$ cat config.mk
export PLATFORM = sky130hd
export DESIGN_NAME = ras_ctrl_flat
export DESIGN_NICKNAME = d
export VERILOG_FILES = /design/src/rtl/ras_ctrl_if.sv /design/src/rtl/ras_ctrl.sv /design/src/flat_wrapper.sv
export SDC_FILE = /design/constraint.sdc
export NUM_CORES = 1
export LEC_CHECK = 0
export CORE_MARGIN = 2
export CORE_UTILIZATION = 39
export DETAILED_ROUTE_END_ITERATION = 7
export PLACE_DENSITY = 0.83
export SLEW_MARGIN = 0
export SYNTH_ARGS = -nofsm -noshare
export SYNTH_HDL_FRONTEND = slang
export SYNTH_SLANG_ARGS = --single-unit
$ cat constraint.sdc
create_clock -name clk_in -period 5.3 [get_ports clk_in]
set_input_delay 0.53 -clock clk_in [delete_from_list [all_inputs] [get_ports clk_in]]
set_output_delay 0.53 -clock clk_in [all_outputs]
set_load 0.05 [all_outputs]
$ cat src/rtl/ras_ctrl_if.sv
// Fetch, RAS and backend signal bundle for ras_ctrl.
// The master side is the fetch/RAS/backend environment; the slave is ras_ctrl.
interface ras_ctrl_if #(
    parameter int ENTRY_SIZE = 64,
    parameter int TW         = 3,
    parameter int GW         = 4
);
    logic                  fetch_valid;
    logic [ENTRY_SIZE-1:0] fetch_pc;
    logic [31:0]           fetch_insn;
    logic                  fetch_is_branch;
    logic                  fetch_ready;

    logic [ENTRY_SIZE-1:0] ras_top;
    logic                  ras_push;
    logic                  ras_pop;
    logic [ENTRY_SIZE-1:0] ras_pushee;
    logic                  ras_restore;
    logic [TW-1:0]         ras_new_tail;

    logic                  pred_valid;
    logic [ENTRY_SIZE-1:0] pred_target;

    logic [GW-1:0]         ckpt_tag;
    logic                  ckpt_alloc;
    logic                  commit_valid;
    logic                  flush_valid;
    logic [GW-1:0]         flush_tag;
    logic [GW:0]           ckpt_count;

    modport master (
        output fetch_valid, fetch_pc, fetch_insn, fetch_is_branch, ras_top,
               commit_valid, flush_valid, flush_tag,
        input  fetch_ready, ras_push, ras_pop, ras_pushee, ras_restore, ras_new_tail,
               pred_valid, pred_target, ckpt_tag, ckpt_alloc, ckpt_count
    );

    modport slave (
        input  fetch_valid, fetch_pc, fetch_insn, fetch_is_branch, ras_top,
               commit_valid, flush_valid, flush_tag,
        output fetch_ready, ras_push, ras_pop, ras_pushee, ras_restore, ras_new_tail,
               pred_valid, pred_target, ckpt_tag, ckpt_alloc, ckpt_count
    );
endinterface

$ cat src/rtl/ras_ctrl.sv
// Return-address-stack front controller: decodes calls/returns, drives the RAS,
// and keeps an in-order ring of speculative RAS tails for one-cycle mispredict repair.
module ras_ctrl #(
    parameter  int STACK_DEPTH = 8,
    parameter  int ENTRY_SIZE  = 64,
    parameter  int CKPT_DEPTH  = 16,
    localparam int TW          = $clog2(STACK_DEPTH),
    localparam int GW          = $clog2(CKPT_DEPTH)
) (
    input  logic      clk_in,
    input  logic      rst_in,
    ras_ctrl_if.slave bus
);
    localparam logic [GW:0]   FULL     = (GW+1)'(CKPT_DEPTH);
    localparam logic [TW-1:0] TAIL_MAX = TW'(STACK_DEPTH - 1);

    logic [TW-1:0] spec_tail_q, spec_tail_d;
    logic [GW-1:0] head_q, head_d;
    logic [GW-1:0] alloc_q, alloc_d;
    logic [GW:0]   count_q, count_d;
    logic [TW-1:0] ckpt_q [CKPT_DEPTH];
    logic [TW-1:0] ckpt_d [CKPT_DEPTH];

    logic          is_call, is_ret, is_ctrl;
    logic          ready, acc;
    logic          do_call, do_ret, do_alloc;
    logic [TW-1:0] tail_inc, tail_dec, tail_post;
    logic [GW-1:0] flush_dist;
    logic          flush_live;
    logic [TW-1:0] restore_tail;
    logic          commit_eff;
    logic [GW:0]   count_base;

    // BL | BLR, and RET; BLR and RET differ in bit 21 so they never both match.
    assign is_call = ((bus.fetch_insn & 32'hFC00_0000) == 32'h9400_0000) ||
                     ((bus.fetch_insn & 32'hFFFF_FC1F) == 32'hD63F_0000);
    assign is_ret  = (bus.fetch_insn & 32'hFFFF_FC1F) == 32'hD65F_0000;
    assign is_ctrl = is_call || is_ret || bus.fetch_is_branch;

    // A full ring only holds back instructions that would need a checkpoint.
    assign ready    = !rst_in && !bus.flush_valid && ((count_q < FULL) || !is_ctrl);
    assign acc      = bus.fetch_valid && ready;
    assign do_call  = acc && is_call;
    assign do_ret   = acc && is_ret && !is_call;
    assign do_alloc = acc && is_ctrl;

    // Wrap explicitly so a non-power-of-two stack still tracks the RAS pointer.
    assign tail_inc = (spec_tail_q == TAIL_MAX) ? '0 : spec_tail_q + TW'(1);
    assign tail_dec = (spec_tail_q == '0) ? TAIL_MAX : spec_tail_q - TW'(1);

    always_comb begin
        tail_post = spec_tail_q;
        if (do_call)     tail_post = tail_inc;
        else if (do_ret) tail_post = tail_dec;
    end

    // A tag is live when its ring distance from head is below the live count.
    assign flush_dist   = bus.flush_tag - head_q;
    assign flush_live   = !rst_in && bus.flush_valid && ({1'b0, flush_dist} < count_q);
    assign restore_tail = ckpt_q[bus.flush_tag];
    assign commit_eff   = bus.commit_valid && (count_q != '0);

    always_comb begin
        spec_tail_d = tail_post;
        alloc_d     = alloc_q;
        ckpt_d      = ckpt_q;
        count_base  = count_q;
        if (do_alloc) begin
            ckpt_d[alloc_q] = tail_post;
            alloc_d         = alloc_q + GW'(1);
            count_base      = count_q + (GW+1)'(1);
        end
        // Flush and allocate are exclusive: flush forces fetch_ready low.
        if (flush_live) begin
            spec_tail_d = restore_tail;
            alloc_d     = bus.flush_tag + GW'(1);
            count_base  = {1'b0, flush_dist} + (GW+1)'(1);
        end
        count_d = count_base - (GW+1)'(commit_eff);
        head_d  = head_q + GW'(commit_eff);
    end

    always_ff @(posedge clk_in) begin
        if (rst_in) begin
            spec_tail_q <= '0;
            head_q      <= '0;
            alloc_q     <= '0;
            count_q     <= '0;
        end else begin
            spec_tail_q <= spec_tail_d;
            head_q      <= head_d;
            alloc_q     <= alloc_d;
            count_q     <= count_d;
        end
        ckpt_q <= ckpt_d;
    end

    assign bus.fetch_ready  = ready;
    assign bus.ras_push     = do_call;
    assign bus.ras_pushee   = do_call ? bus.fetch_pc + ENTRY_SIZE'(4) : '0;
    assign bus.ras_pop      = do_ret;
    assign bus.pred_valid   = do_ret;
    assign bus.pred_target  = do_ret ? bus.ras_top : '0;
    assign bus.ras_restore  = flush_live;
    assign bus.ras_new_tail = flush_live ? restore_tail : '0;
    assign bus.ckpt_alloc   = do_alloc;
    assign bus.ckpt_tag     = do_alloc ? alloc_q : '0;
    assign bus.ckpt_count   = count_q;
endmodule

$ cat src/flat_wrapper.sv
// flat-port wrapper written by rule: the top's interface ports become plain ports
module ras_ctrl_flat 
#(
    parameter  int STACK_DEPTH = 8,
    parameter  int ENTRY_SIZE  = 64,
    parameter  int CKPT_DEPTH  = 16,
    localparam int TW          = $clog2(STACK_DEPTH),
    localparam int GW          = $clog2(CKPT_DEPTH)
)
  (clk_in, rst_in, bus_fetch_valid, bus_fetch_pc, bus_fetch_insn, bus_fetch_is_branch, bus_ras_top, bus_commit_valid, bus_flush_valid, bus_flush_tag, bus_fetch_ready, bus_ras_push, bus_ras_pop, bus_ras_pushee, bus_ras_restore, bus_ras_new_tail, bus_pred_valid, bus_pred_target, bus_ckpt_tag, bus_ckpt_alloc, bus_ckpt_count);
  ras_ctrl_if #(.ENTRY_SIZE(ENTRY_SIZE), .TW(3), .GW(4)) bus_i ();
  input  logic clk_in;
  input  logic rst_in;
  input wire logic [$bits(bus_i.fetch_valid)-1:0] bus_fetch_valid;
  input wire logic [$bits(bus_i.fetch_pc)-1:0] bus_fetch_pc;
  input wire logic [$bits(bus_i.fetch_insn)-1:0] bus_fetch_insn;
  input wire logic [$bits(bus_i.fetch_is_branch)-1:0] bus_fetch_is_branch;
  input wire logic [$bits(bus_i.ras_top)-1:0] bus_ras_top;
  input wire logic [$bits(bus_i.commit_valid)-1:0] bus_commit_valid;
  input wire logic [$bits(bus_i.flush_valid)-1:0] bus_flush_valid;
  input wire logic [$bits(bus_i.flush_tag)-1:0] bus_flush_tag;
  output wire logic [$bits(bus_i.fetch_ready)-1:0] bus_fetch_ready;
  output wire logic [$bits(bus_i.ras_push)-1:0] bus_ras_push;
  output wire logic [$bits(bus_i.ras_pop)-1:0] bus_ras_pop;
  output wire logic [$bits(bus_i.ras_pushee)-1:0] bus_ras_pushee;
  output wire logic [$bits(bus_i.ras_restore)-1:0] bus_ras_restore;
  output wire logic [$bits(bus_i.ras_new_tail)-1:0] bus_ras_new_tail;
  output wire logic [$bits(bus_i.pred_valid)-1:0] bus_pred_valid;
  output wire logic [$bits(bus_i.pred_target)-1:0] bus_pred_target;
  output wire logic [$bits(bus_i.ckpt_tag)-1:0] bus_ckpt_tag;
  output wire logic [$bits(bus_i.ckpt_alloc)-1:0] bus_ckpt_alloc;
  output wire logic [$bits(bus_i.ckpt_count)-1:0] bus_ckpt_count;
  assign bus_i.fetch_valid = bus_fetch_valid;
  assign bus_i.fetch_pc = bus_fetch_pc;
  assign bus_i.fetch_insn = bus_fetch_insn;
  assign bus_i.fetch_is_branch = bus_fetch_is_branch;
  assign bus_i.ras_top = bus_ras_top;
  assign bus_i.commit_valid = bus_commit_valid;
  assign bus_i.flush_valid = bus_flush_valid;
  assign bus_i.flush_tag = bus_flush_tag;
  assign bus_fetch_ready = bus_i.fetch_ready;
  assign bus_ras_push = bus_i.ras_push;
  assign bus_ras_pop = bus_i.ras_pop;
  assign bus_ras_pushee = bus_i.ras_pushee;
  assign bus_ras_restore = bus_i.ras_restore;
  assign bus_ras_new_tail = bus_i.ras_new_tail;
  assign bus_pred_valid = bus_i.pred_valid;
  assign bus_pred_target = bus_i.pred_target;
  assign bus_ckpt_tag = bus_i.ckpt_tag;
  assign bus_ckpt_alloc = bus_i.ckpt_alloc;
  assign bus_ckpt_count = bus_i.ckpt_count;
  ras_ctrl #(.STACK_DEPTH(STACK_DEPTH), .ENTRY_SIZE(ENTRY_SIZE), .CKPT_DEPTH(CKPT_DEPTH)) u_core (.clk_in(clk_in), .rst_in(rst_in), .bus(bus_i));
endmodule
==> flow_summary.ini <==
[cts]
cts_htree_levels = 3
numCtsBuffers = 9
worstSkewPairLatency_ps = 320
ctsHoldBuffers = 0
post_cts_buffers = 0
root_buffer = clkbuf_16
ctsResizeCount = 0
cts.sinks = 64
clk_pin_slew_ps = 50
cts_tree = built
clockBufferDepth = 2

[worst_setup_path]
cp_cell_sequence = clkdlybuf4s50_1 -> nor4_1 -> nand4_1 -> o31a_1 -> a211o_2 -> buf_4 -> a21oi_1 -> clkdlybuf4s50_1
path_class = in2out
cp_max_fo = 38
max_stage_delay_ps = 840
regToRegSetupSlack_ps = 1570
cp_common_cell = clkdlybuf4s50_1
crit_arrival_ps = 3970
critical_path_required_ps = 4770
cp_slowest_cell = clkdlybuf4s50_1
worstSetupStartpointType = primary input
endpoint_kind = primary output

[floorplan]
die_x_um = 121.4
fp.dieH_um = 121.4
dieArea_mm2 = 0.01474
rows = 42
core_area_mm2 = 0.01335
io_pins = 316
start_util = 0.4028

[global_routing]
grt_pass1_wl_um = 29330
grt.overflow.total = 0
grt_max_degree = 39
first_global_vias = 5279
antenna_found_initial = 4
grt_usage = 0.2588

[detailed_routing]
antenna_left = 0
vias = 5698
wl_met1_um = 8048
drt_iter0_markers = 364
vias_per_cell = 5.157
routed-wl-met2_um = 9637
dr.pass1.iters = 5
drt-wirelength-per-cell_um = 18.15
routed.top_layer = met5
met3WireLength_um = 2042
drc_errors = 0
routed_wl_um = 20060

[sta]
fin_skew_ps = 3.708
period_needed_ps = 4504
fmax_mhz = 222.0
max_slew_margin = 0.4839
hold_viol_final = 0
rsz0062_at_grt = false
final_max_slew_viol_count = 0
finalSetupTns_ps = 0
tightestPinTransition_ps = 767.0
fin_crit_sh = 0.8499
whs_ps = 552.3
setup_viol = 0

[power]
p_per_area_mw_per_mm2 = 216.6
leakage_nw = 3.199
irDropWorstVdd_uv = 314.6

[yosys]
synth_cells = 621
synth_nets = 811
synth_edf_count = 48
yosys.cell_types.count = 56
ys_ff_latch = 64
synth_area_mm2 = 0.005376
async_flop_share = 0
ys.flop_type = edfxtp_1
ys_seq_area_frac = 0.3277
syn_avg_cell_area_um2 = 8.658
ys_warn_count = 0

[final_layout]
fin_nets = 1114
seq_area_mm2 = 0.001762
drive_gt1_frac = 0.06789
num-fill-cells = 1067
final_cell_mix = clkdlybuf4s50_1 (306), nor2_1 (86), and2_1 (75), edfxtp_1 (48), nand2_1 (39)
multiInputGateArea_mm2 = 0.003377
layout_commonest_cell = clkdlybuf4s50_1
syn_to_final_growth_pct = 67.35

[place]
dp_hpwl_um = 16480
port_buffers = 310
place.gp.congestion = 0.8899

[run_status]
status = completed

[run]
drv_cap = 0

[hold_path]
hp-class = reg2reg
[worst max-delay path, delay by kind of cell]
family | cells | cell delay (ps)
buf+inv | 3 | 1590
compound gates | 3 | 1160
simple gates | 2 | 680
[power by group]
group | internal, mW | switching, mW
Combinational | 0.332 | 0.378
Sequential | 0.629 | 0.0502
Clock | 0.360 | 0.200
[state kept, by name (all words and copies together), names as in the netlist]
signal,cells
u_core.spec_tail_q,3
u_core.head_q,4
u_core.bus.ckpt_count,5
u_core.ckpt_q,48
u_core.alloc_q,4
[worst paths after layout]
| path | start | end | cells after the start |
|---|---|---|---|
| worst max register to register | u_core.head_q[0] | u_core.bus.ckpt_count[4] | 17 |
| worst max-delay path | bus_fetch_insn[0] | bus_ras_pushee[38] | 8 |
| worst min register to register | u_core.head_q[3] | u_core.head_q[3] | 2 |
| worst min-delay path | u_core.head_q[3] | u_core.head_q[3] | 2 |
[cell type report]
cell class / instances / area share
multi-input cells: 494 / 0.3753
repair buffers: 323 / 0.3588
flip-flops and latches: 64 / 0.1958
clock buffers: 10 / 0.02545
well taps: 176 / 0.02448
inverters: 32 / 0.01335
clock inverters: 5 / 0.006536
diodes: 1 / 0.0002781
[cells in the mapped netlist (2+ instances only)]
cell type / instances / area (µm²)
o21ai_0: 19 / 95.09
xnor2_1: 38 / 332.8
and3_1: 15 / 93.84
a211oi_1: 4 / 30.03
mux4_2: 15 / 337.8
buf_1: 4 / 15.01
ha_1: 19 / 237.7
nand4_1: 12 / 75.07
nand2b_1: 3 / 18.77
nor3_1: 18 / 90.09
nor2b_1: 3 / 18.77
nor3_2: 3 / 30.03
xor2_1: 25 / 219.0
nor4_2: 2 / 25.02
or3_1: 11 / 68.82
a31oi_1: 5 / 31.28
a21o_1: 2 / 15.01
edfxtp_1: 48 / 1441
buf_2: 4 / 20.02
nand3_1: 33 / 165.2
and2_1: 75 / 469.2
nor4_1: 9 / 56.30
a31o_2: 3 / 26.28
and4_1: 7 / 61.31
inv_1: 31 / 116.4
o21a_1: 2 / 15.01
a21oi_1: 17 / 85.08
clkbuf_1: 22 / 82.58
dfxtp_1: 16 / 320.3
nor2_1: 86 / 322.8
nand2_1: 39 / 146.4
nor4b_2: 2 / 30.03
nand3b_1: 3 / 22.52
a211o_1: 3 / 26.28
nand4b_1: 2 / 17.52
[through the flow]
step | total power [mW] | instances | area [µm²] | setup slack (ps) | utilization
5_1_grt | 2.054 | 1104 | 8995 | 558.2 | 0.6739
3_5_place_dp | 1.390 | 1089 | 8707 | 789.0 | 0.6523
4_1_cts | 1.954 | 1104 | 8995 | 780.2 | 0.6739
6_report | 1.949 | 1105 | 8997 | 795.8 | 0.6741
3_3_place_gp | 1.372 | 1089 | 8707 | 799.0 | 0.6523
2_1_floorplan | 1.080 | 621 | 5376 | 724.0 | -
[cell families (layout without fill, tap and decap cells)]
kind of cell               count (synthesis)  count (layout)  share of synthesized area
and+or+nand+nor                          331             331                     0.3340
other                                      0               1                          0
muxes                                     16              16                    0.06493
adders and majority gates                 20              20                    0.04794
DFF                                       64              64                     0.3277
buffers and inverters                     63             370                    0.04561
xor gates and xnor gates                  64              64                     0.1068
AOI/OAI and AO/OA                         63              63                    0.07307
[metal layers]
layer  up-vias  track usage
met3        33      0.08036
met5         -            0
met2       248       0.4294
li1       2792            -
met1      2619       0.3309
met4         6      0.05963
Note: power is estimated with default switching activity, not from simulation.
